`src/rtl/evf_pkg.sv`:
```
// evf_pkg: shared constants and state type for the EVF receive path.
// Holds the K28.5 comma byte, the null event code and the aligner states.
package evf_pkg;

  localparam logic [7:0] K28_5   = 8'hBC;
  localparam logic [7:0] EV_NULL = 8'h00;

  typedef enum logic [1:0] {
    ST_HUNT   = 2'd0,
    ST_SLIDE  = 2'd1,
    ST_WAIT   = 2'd2,
    ST_LOCKED = 2'd3
  } evf_rx_state_t;

endpackage

```
`src/rtl/evf_rx_err_monitor.sv`:
```
// evf_rx_err_monitor: windowed code-error rate limit and error counter.
// In: clk, rst_n, i_locked, i_err. Out: o_limit_hit, o_code_err_count.
module evf_rx_err_monitor
  import evf_pkg::*;
#(
  parameter int ERR_WINDOW = 256,
  parameter int ERR_LIMIT  = 4
) (
  input  logic        clk,
  input  logic        rst_n,
  input  logic        i_locked,
  input  logic        i_err,
  output logic        o_limit_hit,
  output logic [15:0] o_code_err_count
);

  localparam int WW =
    (ERR_WINDOW > 1) ? $clog2(ERR_WINDOW) : 1;
  localparam int CW = $clog2(ERR_LIMIT + 1);
  localparam logic [WW-1:0] WIN_LAST =
    WW'(ERR_WINDOW - 1);
  localparam logic [CW-1:0] LIMIT = CW'(ERR_LIMIT);

  logic [WW-1:0] r_win;
  logic [CW-1:0] r_errs;
  logic [15:0]   r_cnt;
  logic          w_wrap;
  logic          w_count;
  logic [CW-1:0] w_errs;

  assign w_wrap  = (r_win == WIN_LAST);
  assign w_count = i_locked & i_err;

  // The wrap cycle already belongs to the new window.
  assign w_errs =
    (w_wrap ? '0 : r_errs) + CW'(w_count);

  assign o_limit_hit      = w_count & (w_errs >= LIMIT);
  assign o_code_err_count = r_cnt;

  always_ff @(posedge clk or negedge rst_n) begin
    if (!rst_n) begin
      r_win  <= '0;
      r_errs <= '0;
      r_cnt  <= '0;
    end else begin
      r_win  <= w_wrap ? '0 : r_win + WW'(1);
      r_errs <= i_locked ? w_errs : '0;
      if (w_count && r_cnt != 16'hFFFF)
        r_cnt <= r_cnt + 16'd1;
    end
  end

endmodule

```
`src/rtl/evf_rx_aligner.sv`:
```
// evf_rx_aligner: GTX RX comma aligner (RXSLIDE) and event/dbus decoder.
// In: rxClk, rxRst_n, rxData, rxCharIsK, rxNotInTable, rxDispErr,
//     slideRequest. Out: rxSlide, rxIsAligned, evCode, evValid,
//     dbusData, codeErrCount.
module evf_rx_aligner
  import evf_pkg::*;
#(
  parameter logic [7:0] COMMA         = K28_5,
  parameter int         ALIGN_COUNT   = 8,
  parameter int         SLIDE_WAIT    = 32,
  parameter int         COMMA_TIMEOUT = 4096,
  parameter int         ERR_WINDOW    = 256,
  parameter int         ERR_LIMIT     = 4
) (
  input  logic        rxClk,
  input  logic        rxRst_n,
  input  logic [15:0] rxData,
  input  logic [1:0]  rxCharIsK,
  input  logic [1:0]  rxNotInTable,
  input  logic [1:0]  rxDispErr,
  input  logic        slideRequest,
  output logic        rxSlide,
  output logic        rxIsAligned,
  output logic [7:0]  evCode,
  output logic        evValid,
  output logic [7:0]  dbusData,
  output logic [15:0] codeErrCount
);

  localparam int GW = $clog2(ALIGN_COUNT + 1);
  localparam int WW =
    (SLIDE_WAIT > 1) ? $clog2(SLIDE_WAIT) : 1;
  localparam int TW =
    (COMMA_TIMEOUT > 1) ? $clog2(COMMA_TIMEOUT) : 1;
  localparam logic [GW-1:0] GOOD_LAST =
    GW'(ALIGN_COUNT - 1);
  localparam logic [WW-1:0] WAIT_LAST =
    WW'(SLIDE_WAIT - 1);
  localparam logic [TW-1:0] TO_LAST =
    TW'(COMMA_TIMEOUT - 1);

  evf_rx_state_t r_state;
  evf_rx_state_t w_next;

  logic [GW-1:0] r_good_cnt;
  logic [WW-1:0] r_wait_cnt;
  logic [TW-1:0] r_to_cnt;
  logic          r_req_d;

  logic w_err;
  logic w_good;
  logic w_high;
  logic w_req_rise;
  logic w_to;
  logic w_err_hit;
  logic w_locked;

  logic w_ev;
  logic w_db;

  logic        r_slide;
  logic        r_aligned;
  logic        r_ev_valid;
  logic [7:0]  r_ev_code;
  logic [7:0]  r_dbus;
  logic [15:0] w_code_err_count;

  assign w_err = (|rxNotInTable) | (|rxDispErr);

  assign w_good = ~w_err & rxCharIsK[0] &
                  (rxData[7:0] == COMMA);

  assign w_high = ~w_err & rxCharIsK[1] &
                  (rxData[15:8] == COMMA);

  assign w_req_rise = slideRequest & ~r_req_d;
  assign w_locked   = (r_state == ST_LOCKED);

  // Counter saturates at TO_LAST, so the next
  // non-comma cycle is the COMMA_TIMEOUT-th one.
  assign w_to = ~w_good & (r_to_cnt == TO_LAST);

  evf_rx_err_monitor #(
    .ERR_WINDOW (ERR_WINDOW),
    .ERR_LIMIT  (ERR_LIMIT)
  ) u_err_mon (
    .clk              (rxClk),
    .rst_n            (rxRst_n),
    .i_locked         (w_locked),
    .i_err            (w_err),
    .o_limit_hit      (w_err_hit),
    .o_code_err_count (w_code_err_count)
  );

  always_ff @(posedge rxClk or negedge rxRst_n) begin
    if (!rxRst_n) begin
      r_state    <= ST_HUNT;
      r_req_d    <= 1'b0;
      r_good_cnt <= '0;
      r_wait_cnt <= '0;
      r_to_cnt   <= '0;
    end else begin
      r_state <= w_next;
      r_req_d <= slideRequest;
      if (w_next != r_state) begin
        r_good_cnt <= '0;
        r_wait_cnt <= '0;
        r_to_cnt   <= '0;
      end else begin
        if (r_state == ST_HUNT && w_good)
          r_good_cnt <= r_good_cnt + GW'(1);
        if (r_state == ST_WAIT)
          r_wait_cnt <= r_wait_cnt + WW'(1);
        if (w_good)
          r_to_cnt <= '0;
        else if (r_to_cnt != TO_LAST)
          r_to_cnt <= r_to_cnt + TW'(1);
      end
    end
  end

  always_comb begin
    w_next = r_state;
    unique case (r_state)
      ST_HUNT: begin
        if (w_req_rise | w_err | w_high | w_to)
          w_next = ST_SLIDE;
        else if (w_good && r_good_cnt == GOOD_LAST)
          w_next = ST_LOCKED;
      end
      ST_SLIDE: w_next = ST_WAIT;
      ST_WAIT: begin
        if (r_wait_cnt == WAIT_LAST)
          w_next = ST_HUNT;
      end
      ST_LOCKED: begin
        if (w_req_rise)
          w_next = ST_SLIDE;
        else if (w_err_hit | w_high | w_to)
          w_next = ST_HUNT;
      end
      default: w_next = ST_HUNT;
    endcase
  end

  // Decode only words that keep the link locked,
  // so no strobe accompanies an unlock.
  always_comb begin
    w_ev = 1'b0;
    w_db = 1'b0;
    if (w_locked && w_next == ST_LOCKED && !w_err) begin
      w_ev = ~rxCharIsK[0] & (rxData[7:0] != EV_NULL);
      w_db = ~rxCharIsK[1];
    end
  end

  always_ff @(posedge rxClk or negedge rxRst_n) begin
    if (!rxRst_n) begin
      r_slide    <= 1'b0;
      r_aligned  <= 1'b0;
      r_ev_valid <= 1'b0;
      r_ev_code  <= '0;
      r_dbus     <= '0;
    end else begin
      r_slide    <= (w_next == ST_SLIDE);
      r_aligned  <= (w_next == ST_LOCKED);
      r_ev_valid <= w_ev;
      if (w_ev)
        r_ev_code <= rxData[7:0];
      if (w_db)
        r_dbus <= rxData[15:8];
    end
  end

  assign rxSlide      = r_slide;
  assign rxIsAligned  = r_aligned;
  assign evCode       = r_ev_code;
  assign evValid      = r_ev_valid;
  assign dbusData     = r_dbus;
  assign codeErrCount = w_code_err_count;

endmodule

```
`config.mk`:
```
export PLATFORM = sky130hd
export DESIGN_NAME = evf_rx_aligner
export DESIGN_NICKNAME = d
export VERILOG_FILES = /design/src/rtl/evf_pkg.sv /design/src/rtl/evf_rx_err_monitor.sv /design/src/rtl/evf_rx_aligner.sv
export SDC_FILE = /design/constraint.sdc
export NUM_CORES = 1
export LEC_CHECK = 0
export ABC_AREA = 1
export ABC_CLOCK_PERIOD_IN_PS = 5000
export CAP_MARGIN = 20
export CORE_ASPECT_RATIO = 1.5
export CORE_MARGIN = 5
export CORE_UTILIZATION = 37
export DETAILED_ROUTE_END_ITERATION = 10
export SETUP_SLACK_MARGIN = 0.15
export SLEW_MARGIN = 0
export SYNTH_ARGS = -nofsm -noshare
export SYNTH_HDL_FRONTEND = slang
export SYNTH_SLANG_ARGS = --single-unit
```
`constraint.sdc`:
```
create_clock -name rxClk -period 5 [get_ports rxClk]
set_clock_uncertainty 0.2 [all_clocks]
set_input_delay 0.75 -clock rxClk [delete_from_list [all_inputs] [get_ports rxClk]]
set_output_delay 0.75 -clock rxClk [all_outputs]
set_load 0.05 [all_outputs]
```
==> flow_metrics.py, run 1 <==
metrics = {
    "status": {
        "status": "completed",
    },
    "finish": {
        "regArea_um2": 1750,
        "multi_input_area_um2": 1880,
        "drive_gt1_share_pct": 15.0,
        "instances_no_fill": 676,
        "areaGrowthSynthToFinish_pct": 27.2,
        "utilization_pct": 47.4,
        "nNetsFinal": 560,
        "num-fill-cells": 1052,
        "num_antenna_cells": 0,
    },
    "worst_setup_path": {
        "critPathRequiredTime_ns": 4.99,
        "slowest_delay_ns": 0.46,
        "startpoint_type": "input pin",
        "crit_type": "in2reg",
        "r2r_start": "u_err_mon.r_win[0]$_DFF_PN0_",
        "path_buf_inv": 3,
        "crit_top_cell": "nand2_2",
        "startpoint": "rxNotInTable[0]",
        "end_kind": "flop",
        "cp_cell_sequence": "clkdlybuf4s50_1 > nor2_2 > nand2_4 > inv_4 > nor2_4 > ha_1 > ha_1 > nand3_1 > nand3_4 > nand3_2 > nand2_2 > clkinv_2 > nand2_2 > nand2_2 > nor2_1",
        "crit_family": "simple AND/OR/NAND/NOR gates",
        "cp_max_fo": 21,
        "crit_slowest_cell": "nand2_2",
        "critPathArrivalTime_ns": 3.16,
    },
    "route": {
        "dr.first_iter.drc_count": 167,
        "via_per_inst": 4.71,
        "ant_nets": 0,
        "first_pass_iters": 5,
        "wl_per_cell_um": 12.8,
        "drt-total-wl_um": 8620,
        "drc_errors": 0,
        "vias": 3184,
    },
    "placement": {
        "portBuffers": 59,
        "dp_cells": 660,
        "dpl.hpwl_um": 6650,
        "gp_congestion": 0.834,
    },
    "power_and_ir_drop": {
        "p_int_mw": 1.42,
        "ir_drop_uv": 227,
        "p_per_area_nw_per_um2": 472,
        "swShare_pct": 39.4,
        "p_clk_share_pct": 29.9,
        "pwr-share-comb_pct": 38.0,
        "p_sw_mw": 0.925,
        "power_leakage_nw": 2.25,
        "seqPwrFrac_pct": 32.1,
        "power_mw": 2.35,
    },
    "run": {
        "cap_violations": 0,
    },
    "grt": {
        "grt_pass1_wl_um": 14700,
        "grt_pass1_vias": 3197,
        "grt_max_degree": 38,
        "grt_usage_pct": 14.8,
        "antenna_found_initial": 0,
        "overflow": 0,
    },
    "floorplan": {
        "core_area_um2": 10500,
        "die_width_um": 93.9,
        "die_y_um": 136,
        "rows": 46,
        "fp.dieArea_um2": 12800,
        "start_util_pct": 37.3,
        "num_io_pins": 60,
    },
    "synth": {
        "ys_ff_latch": 70,
        "ys_types": 39,
        "syn_area_per_cell_um2": 8.46,
        "ys_warn_count": 0,
        "netlist_area_um2": 3910,
        "seq_area_frac_synth_pct": 44.8,
        "syn_nets": 495,
        "postSynthCellCount": 462,
    },
    "clock_network": {
        "cts_root_buf": "clkbuf_16",
        "cts.sinks": 70,
        "cts_buffer_depth": 2,
        "postCtsHoldBufs": 0,
        "cts_resized": 0,
        "clk_latency_ns": 0.33,
        "cts_tree": "done",
        "post-cts-setup-buffer-count": 0,
        "cts_htree_levels": 3,
        "clk_pin_slew_ns": 0.05,
        "cts_buffers": 9,
    },
    "sta": {
        "worstMarginPinSlew_ns": 0.738,
        "drv_slew": 0,
        "hold_viol_final": 0,
        "finalSetupViolCount": 0,
        "slew_headroom_pct": 50.8,
        "fin_crit_ns": 3.16,
        "finalSetupTns_ns": 0,
        "clock.fmax_mhz": 316,
        "rsz0062_at_grt": "false",
        "finalCritPeriodShare_pct": 63.3,
    },
    "min_path": {
        "hold_path_class": "reg2reg",
        "holdCritStartpoint": "u_err_mon.r_win[0]$_DFF_PN0_",
    },
}
-- stage by stage --
stage          worst slack (ns)  cell area (um^2)  hold WS [ns]
6_report                   1.84              4970         0.262
5_1_grt                    1.59              4970         0.294
4_1_cts                    1.80              4970         0.271
3_5_place_dp               1.45              4630         0.258
3_3_place_gp               1.52              4630         0.256
2_1_floorplan              2.41              3910         0.231
-- synthesized netlist by cell type, drive strengths merged --
library cell    n  area [um^2]
a211oi          1         7.51
nand2         118          495
nand3          30          218
nor3b           2         15.0
a21oi           7         38.8
nand3b          1         7.51
o21ai          15         82.6
mux2i           3         30.0
inv            59          224
o21bai          2         15.0
nand4          24          150
xnor2           5         43.8
o31ai           1         7.51
nor4            3         18.8
a31oi           1         6.26
clkinv          1         5.00
dfrtp          70         1750
mux2            1         11.3
ha              8          100
buf             6         47.5
nor3            7         40.0
nor4b           1         8.76
xor2           19          166
nor2           77          415
-- flip-flops by register name, summed over array words and instances, names as in the netlist --
register	cells
dbusData	8
u_err_mon.r_errs	3
evValid	1
u_err_mon.o_code_err_count	16
u_err_mon.r_win	8
evCode	8
r_to_cnt	12
rxSlide	1
rxIsAligned	1
r_req_d	1
r_state	2
r_good_cnt	4
r_wait_cnt	5
-- final timing paths --
| kind | to | slack, ns | cells past startpoint |
|---|---|---|---|
| worst min register to register | u_err_mon.r_win[0]$_DFF_PN0_ | 0.26 | 1 |
| worst min-delay path | u_err_mon.r_win[0]$_DFF_PN0_ | 0.26 | 1 |
| max in group asynchronous | r_to_cnt[0]$_DFFE_PN0P_ | 3.36 | 2 |
| worst max register to register | r_to_cnt[0]$_DFFE_PN0P_ | 2.19 | 14 |
| worst max-delay path | r_to_cnt[0]$_DFFE_PN0P_ | 1.84 | 15 |
| min in group asynchronous | dbusData[0]$_DFFE_PN0P_ | 0.27 | 1 |
-- layout make-up --
| class | count | area share (%) |
|---|---|---|
| tap | 144 | 3.63 |
| inverter | 60 | 4.61 |
| timing repair buffer | 60 | 11.9 |
| clock inverter | 3 | 1.31 |
| sequential | 70 | 35.3 |
| multi-input combinational | 326 | 37.8 |
| clock buffer | 13 | 5.44 |
-- metal layers --
| metal | GRT usage, % | routed length (um) | up-vias |
|---|---|---|---|
| met1 | 15.8 | 3400 | 1494 |
| met5 | 0 | 0 | - |
| li1 | - | - | 1612 |
| met4 | 7.47 | 243 | 0 |
| met3 | 3.65 | 340 | 17 |
| met2 | 26.6 | 4630 | 61 |
-- placed cells by master (no fill, tap or decap), types with 2 or more instances in the layout --
cell type	Yosys	final
xnor2_1	5	5
clkinv_2	1	2
nand2_2	9	9
o21ai_2	2	2
inv_2	4	4
nor3b_1	2	2
nor2_2	26	26
nand4_1	24	24
nand3_4	5	5
a21oi_1	6	6
xor2_1	19	19
dfrtp_1	70	70
nor2_1	44	44
nand2_1	105	105
mux2i_1	3	3
nand2_4	4	4
nor4_1	3	3
inv_1	54	54
ha_1	8	8
bufinv_16	0	2
o21ai_0	12	12
clkbuf_16	0	9
nor2_4	6	6
nor3_1	6	6
o21bai_1	2	2
nand3_1	24	24
clkdlybuf4s50_1	0	58
clkbuf_8	0	3
-- power by group through the flow --
stage | sequential [mW] | clock (mW) | combinational (mW)
after floorplan | 1.01 | 0 | 0.412
after global placement | 0.759 | 0 | 0.900
after detailed placement | 0.763 | 0 | 0.906
after CTS | 0.753 | 0.719 | 0.908
after global routing | 0.768 | 0.743 | 0.976
final | 0.752 | 0.702 | 0.891
-- kinds of logic after synthesis --
family,count (synthesis),share of synthesized area [%]
compound gates,27,4.04
flops,70,44.8
simple gates,263,35.0
buf+inv,66,7.08
xor+xnor,24,5.38
mux,4,1.06
fa+ha+maj,8,2.56
-- worst reg2reg max path, stage by stage (launching register included) --
cell and delay [ns]:
dfrtp_1 0.39, ha_1 0.23, nand2_1 0.14, nor2_4 0.06, nand2_4 0.10, inv_1 0.09
nor2_1 0.10, ha_1 0.15, ha_1 0.16, nand3_1 0.14, nand3_4 0.13, nand3_4 0.10
o21ai_2 0.17, nand2_2 0.37, nor2_1 0.21
Power figures use the tool's default switching activity.
==> inputs of run 2 (changes only) <==
ABC_CLOCK_PERIOD_IN_PS = 2700   (was 5000)
clock period = 2.7 ns   (was 5 ns; I/O delays follow)
==> run 2 against run 1 <==
Final cell count increased by 3.7%. Routed wire length grew 3.4%. Global-route usage up 0.12 points. Highest routed layer unchanged.
==> flow_metrics.py, run 2 (synthesis gave the netlist of run 1 again) <==
metrics = {
    "sta": {
        "hold_viol_final": 0,
        "finalCritPeriodShare_pct": 90.7,
        "rsz0062_at_grt": "true",
        "fin_crit_ns": 2.45,
        "slew_headroom_pct": 62.1,
        "clock.fmax_mhz": 408,
        "worstMarginPinSlew_ns": 0.568,
        "worst_slack_ns": 0.250,
        "finalSetupViolCount": 0,
        "drv_slew": 0,
    },
    "finish": {
        "largest_register_ff_count": 16,
        "num_antenna_cells": 0,
        "drive_gt1_share_pct": 21.4,
        "layout_commonest_cell": "nand2_1",
        "most-common-layout-cells": "nand2_1 (97), dfrtp_1 (70), clkdlybuf4s50_1 (58)",
        "nNetsFinal": 585,
        "areaGrowthSynthToFinish_pct": 33.9,
        "final_cell_area_um2": 5230,
        "utilization_pct": 49.9,
        "num-fill-cells": 1034,
    },
    "floorplan": {
        "num_io_pins": 60,
        "die_y_um": 136,
        "die_width_um": 93.9,
        "rows": 46,
        "core_area_um2": 10500,
        "fp.dieArea_um2": 12800,
        "start_util_pct": 37.3,
    },
    "worst_setup_path": {
        "cp_cell_sequence": "ha_4 > nand2_4 > nor2_4 > nand2_4 > inv_4 > nor2_2 > ha_2 > ha_4 > inv_2 > nand2_4 > nand3_4 > nand3_4 > nor2_8 > nand3_4 > nand2_2 > nand2_2",
        "path_buf_inv": 2,
        "cp_num_cells": 16,
        "critPathRequiredTime_ns": 2.72,
        "startpoint_type": "flop",
        "crit_type": "reg2reg",
        "cp_max_fo": 8,
        "r2r_cells": 16,
        "crit_family": "simple AND/OR/NAND/NOR gates",
        "critPathArrivalTime_ns": 2.47,
        "end_kind": "flop",
        "crit_slowest_cell": "dfrtp_1",
        "slowest_delay_ns": 0.39,
    },
    "clock_network": {
        "cts_htree_levels": 3,
        "cts_buffer_depth": 2,
        "cts_root_buf": "clkbuf_16",
        "clk_pin_slew_ns": 0.06,
        "cts_buffers": 9,
        "cts_tree": "done",
        "clk_latency_ns": 0.33,
        "cts.sinks": 70,
    },
    "route": {
        "drc_errors": 0,
        "drt-total-wl_um": 8910,
        "vias": 3298,
        "wl_per_cell_um": 12.7,
        "ant_nets": 0,
        "dr.first_iter.drc_count": 135,
        "via_per_inst": 4.70,
        "first_pass_iters": 4,
    },
    "run": {
        "cap_violations": 0,
    },
    "grt": {
        "grt_pass1_wl_um": 15000,
        "grt_max_degree": 46,
        "antenna_found_initial": 0,
        "grt_pass1_vias": 3343,
        "grt_usage_pct": 14.9,
        "overflow": 0,
    },
    "placement": {
        "postPlaceCellArea_um2": 4750,
        "gp_congestion": 0.836,
        "dpl.hpwl_um": 6840,
        "preCtsSetupSlack_ns": -0.0585,
        "portBuffers": 59,
    },
    "power_and_ir_drop": {
        "ir_drop_uv": 399,
        "p_per_area_nw_per_um2": 856,
        "power_leakage_nw": 2.37,
        "p_sw_mw": 1.78,
        "pwr-share-comb_pct": 42.3,
        "seqPwrFrac_pct": 31.3,
        "power_mw": 4.48,
        "p_int_mw": 2.70,
        "p_clk_share_pct": 26.4,
        "swShare_pct": 39.8,
    },
    "status": {
        "status": "completed",
    },
    "min_path": {
        "hold_path_class": "reg2reg",
        "min_path_cells": 2,
    },
}
run 2: changes by cell type in the layout (fill, tap and decap cells not counted), sizes merged:
cell | before | now
nand3 | 30 | 31
clkinv | 2 | 4
dlygate4sd3 | 0 | 1
clkbuf | 13 | 12
buf | 2 | 25
bufinv | 2 | 1
run 2: worst paths after layout:
| kind | slack (ns) | startpoint | end |
|---|---|---|---|
| worst max-delay path | 0.25 | u_err_mon.r_win[1]$_DFF_PN0_ | dbusData[0]$_DFFE_PN0P_ |
| worst min-delay path | 0.27 | evCode[7]$_DFFE_PN0P_ | evCode[7]$_DFFE_PN0P_ |
| min in group asynchronous | 0.42 | rxRst_n | dbusData[5]$_DFFE_PN0P_ |
| max in group asynchronous | 1.40 | rxRst_n | r_to_cnt[1]$_DFFE_PN0P_ |
| worst min register to register | 0.27 | evCode[7]$_DFFE_PN0P_ | evCode[7]$_DFFE_PN0P_ |
| worst max register to register | 0.25 | u_err_mon.r_win[1]$_DFF_PN0_ | dbusData[0]$_DFFE_PN0P_ |
run 2: final cells by class:
| cell class | count | area, um^2 | share of cell area [%] |
|---|---|---|---|
| multi-input combinational | 327 | 1970 | 37.7 |
| sequential | 70 | 1750 | 33.5 |
| timing repair buffer | 84 | 796 | 15.2 |
| clock buffer | 12 | 256 | 4.90 |
| inverter | 60 | 231 | 4.42 |
| tap | 144 | 180 | 3.44 |
| clock inverter | 4 | 45.0 | 0.861 |
run 2: power groups by stage:
stage	clock, mW	sequential (mW)	combinational [mW]
after floorplan	0	1.86	0.764
after global placement	0	1.41	1.84
after detailed placement	0	1.41	1.86
after CTS	1.21	1.40	1.88
after global routing	1.27	1.43	2.04
final	1.18	1.40	1.89
run 2: metrics by stage:
step                      std cells  TNS [ns]  hold slack, ns
final                           701         0           0.272
after CTS                       695         0           0.272
after floorplan                 462         0         -0.0906
after global routing            701         0           0.307
after global placement          674   -0.0119           0.231
after detailed placement        674     -1.12           0.239
run 2: per-layer routing:
metal  vias to the layer above  global-route usage (%)  wire, um
met5                         -                       0         0
met4                         0                    6.10       182
met3                        14                    3.60       289
met2                        54                    27.8      4950
met1                      1571                    15.8      3490
li1                       1659                       -         -
run 2: timing repair:
| action | in CTS | in global routing |
|---|---|---|
| resized for setup | 7 | 17 |
| cloned | 1 | 0 |
| hold buffers | 1 | 0 |
| setup buffers | 3 | 6 |
| endpoints found under the hold margin | 25 | 0 |
| pin swaps | 3 | 8 |
| setup endpoints to repair | 38 | 38 |
run 2: tightest hold or removal path, delay by kind of cell, from the launching register on:
| kind | cells | cell delay, ns |
|---|---|---|
| DFF | 1 | 0.34 |
| and+or+nand+nor | 2 | 0.10 |
==> inputs of run 3 (changes only) <==
--- a/config.mk
+++ b/config.mk
@@ -13,4 +13,5 @@
 export CORE_UTILIZATION = 37
 export DETAILED_ROUTE_END_ITERATION = 10
+export MAX_ROUTING_LAYER = met4
 export SETUP_SLACK_MARGIN = 0.15
 export SLEW_MARGIN = 0
--- a/constraint.sdc
+++ b/constraint.sdc
@@ -3,3 +3,3 @@
 set_input_delay 0.405 -clock rxClk [delete_from_list [all_inputs] [get_ports rxClk]]
 set_output_delay 0.405 -clock rxClk [all_outputs]
-set_load 0.05 [all_outputs]
+set_load 0.005 [all_outputs]
==> run 3 against run 2 <==
Worst hold slack hardly changed. Via count fell by 0.12%. Critical path depth did not move. Clock-buffer cell count unchanged. Core utilization unchanged. Design area unchanged. Register-to-register slack about the same. Sequential power about the same. Flip-flop and latch count unchanged. Die area unchanged. Final cell count unchanged. Clock power barely moved. Critical endpoint unchanged. Largest power group unchanged.
==> flow_metrics.py, run 3 (synthesis gave the netlist of run 1 again) <==
metrics = {
    "status": {
        "status": "completed",
    },
    "finish": {
        "layout_commonest_cell": "nand2_1",
        "most-common-layout-cells": "nand2_1 (97), dfrtp_1 (70), clkdlybuf4s50_1 (58)",
        "num_antenna_cells": 0,
        "num-fill-cells": 1034,
        "largest_register_ff_count": 16,
        "nNetsFinal": 585,
        "areaGrowthSynthToFinish_pct": 33.9,
        "drive_gt1_share_pct": 21.4,
    },
    "run": {
        "cap_violations": 0,
    },
    "clock_network": {
        "cts_tree": "done",
        "cts_buffer_depth": 2,
        "clk_latency_ns": 0.33,
        "clk_pin_slew_ns": 0.06,
        "cts.sinks": 70,
        "cts_htree_levels": 3,
        "cts_root_buf": "clkbuf_16",
        "cts_buffers": 9,
    },
    "route": {
        "wl_per_cell_um": 12.7,
        "ant_nets": 0,
        "first_pass_iters": 4,
        "drt-total-wl_um": 8900,
        "drc_errors": 0,
        "dr.first_iter.drc_count": 131,
        "via_per_inst": 4.70,
        "vias": 3294,
    },
    "placement": {
        "preCtsSetupSlack_ns": -0.0585,
        "portBuffers": 59,
        "gp_congestion": 0.849,
        "dpl.hpwl_um": 6840,
    },
    "sta": {
        "drv_slew": 0,
        "clock.fmax_mhz": 408,
        "holdWs_ns": 0.272,
        "worst_slack_ns": 0.252,
        "finalSetupViolCount": 0,
        "slew_headroom_pct": 62.1,
        "fin_crit_ns": 2.45,
        "hold_viol_final": 0,
        "worstMarginPinSlew_ns": 0.568,
        "rsz0062_at_grt": "true",
        "finalCritPeriodShare_pct": 90.7,
    },
    "power_and_ir_drop": {
        "p_per_area_nw_per_um2": 765,
        "power_leakage_nw": 2.37,
        "p_int_mw": 2.69,
        "ir_drop_uv": 394,
        "seqPwrFrac_pct": 35.0,
        "p_sw_mw": 1.31,
        "swShare_pct": 32.6,
        "pwr-share-comb_pct": 35.5,
        "p_clk_share_pct": 29.5,
    },
    "worst_setup_path": {
        "startpoint_type": "flop",
        "critPathRequiredTime_ns": 2.72,
        "r2r_start": "u_err_mon.r_win[1]$_DFF_PN0_",
        "r2r_end": "dbusData[0]$_DFFE_PN0P_",
        "r2r_cells": 16,
        "r2r_slack_ns": 0.25,
        "cp_max_fo": 8,
        "end_kind": "flop",
        "crit_type": "reg2reg",
        "critPathArrivalTime_ns": 2.47,
    },
    "grt": {
        "grt_pass1_vias": 3350,
        "grt_pass1_wl_um": 15000,
        "overflow": 0,
        "grt_usage_pct": 15.3,
        "antenna_found_initial": 0,
        "grt_max_degree": 46,
    },
    "floorplan": {
        "die_width_um": 93.9,
        "core_area_um2": 10500,
        "start_util_pct": 37.3,
        "num_io_pins": 60,
        "die_y_um": 136,
        "rows": 46,
        "fp.dieArea_um2": 12800,
    },
    "min_path": {
        "holdPathEnd": "evCode[7]$_DFFE_PN0P_",
        "hold_path_class": "reg2reg",
        "min_path_cells": 2,
        "holdCritStartpoint": "evCode[7]$_DFFE_PN0P_",
    },
}
## run 3: cell counts in the layout (fill, tap and decap cells not counted)
Identical to the previous run, type by type.
## run 3: layout make-up
type	count	area, um^2	share of cell area [%]
well taps	144	180	3.44
clock inverters	4	45.0	0.861
flip-flops and latches	70	1750	33.5
multi-input cells	327	1970	37.7
repair buffers	84	796	15.2
clock buffers	12	256	4.90
inverters	60	231	4.42
## run 3: routing by layer
| metal | wire length [um] | GRT usage, % | vias to the layer above |
|---|---|---|---|
| met3 | 277 | 3.10 | 11 |
| li1 | - | - | 1659 |
| met2 | 4960 | 27.8 | 54 |
| met4 | 177 | 6.83 | 0 |
| met1 | 3490 | 15.7 | 1570 |
| met5 | 0 | - | - |
## run 3: worst max-delay path: stages (launching register included)
cell and delay, ns:
dfrtp_1 0.39, ha_4 0.17, nand2_4 0.06, nor2_4 0.11, nand2_4 0.07, inv_4 0.07, nor2_2 0.04, ha_2 0.17
ha_4 0.17, inv_2 0.07, nand2_4 0.06, nand3_4 0.09, nand3_4 0.11, nor2_8 0.21, nand3_4 0.18, nand2_2 0.11
nand2_2 0.04
## run 3: repair_timing
action,CTS,global route
hold buffers,1,0
hold endpoints to repair,25,0
cloned,1,0
pin swaps,3,8
resized for setup,7,17
endpoints found under the setup margin,38,38
buffers inserted,3,6
## run 3: worst max path at each step
stage / startpoint / endpoint / slack [ns] / cells past startpoint
after floorplan: u_err_mon.r_win[0]$_DFF_PN0_ / evCode[0]$_DFFE_PN0P_ / 0.34 / 15
after global placement: rxNotInTable[1] / evCode[7]$_DFFE_PN0P_ / -0.005 / 15
after detailed placement: rxNotInTable[0] / evCode[6]$_DFFE_PN0P_ / -0.06 / 15
after CTS: u_err_mon.r_win[0]$_DFF_PN0_ / dbusData[0]$_DFFE_PN0P_ / 0.15 / 15
after global routing: u_err_mon.r_win[1]$_DFF_PN0_ / dbusData[0]$_DFFE_PN0P_ / 0.13 / 16
final: u_err_mon.r_win[1]$_DFF_PN0_ / dbusData[0]$_DFFE_PN0P_ / 0.25 / 16
## run 3: power groups by stage
stage	registers (mW)	logic (mW)	clock network, mW
CTS	1.40	1.40	1.21
global placement	1.41	1.36	0
global route	1.43	1.57	1.27
detailed placement	1.41	1.38	0
finish	1.40	1.42	1.18
floorplan	1.40	0.765	0
## run 3: metrics by stage
step                TNS (ns)  std cells  cell area, um^2  util (%)  power (mW)
finish                     0        701             5230      49.9        4.00
global route               0        701             5230      49.9        4.26
CTS                        0        695             5110      48.8        4.02
detailed placement     -1.12        674             4750      45.3        2.80
global placement     -0.0119        674             4750      45.3        2.77
floorplan                  0        462             3910         -        2.16
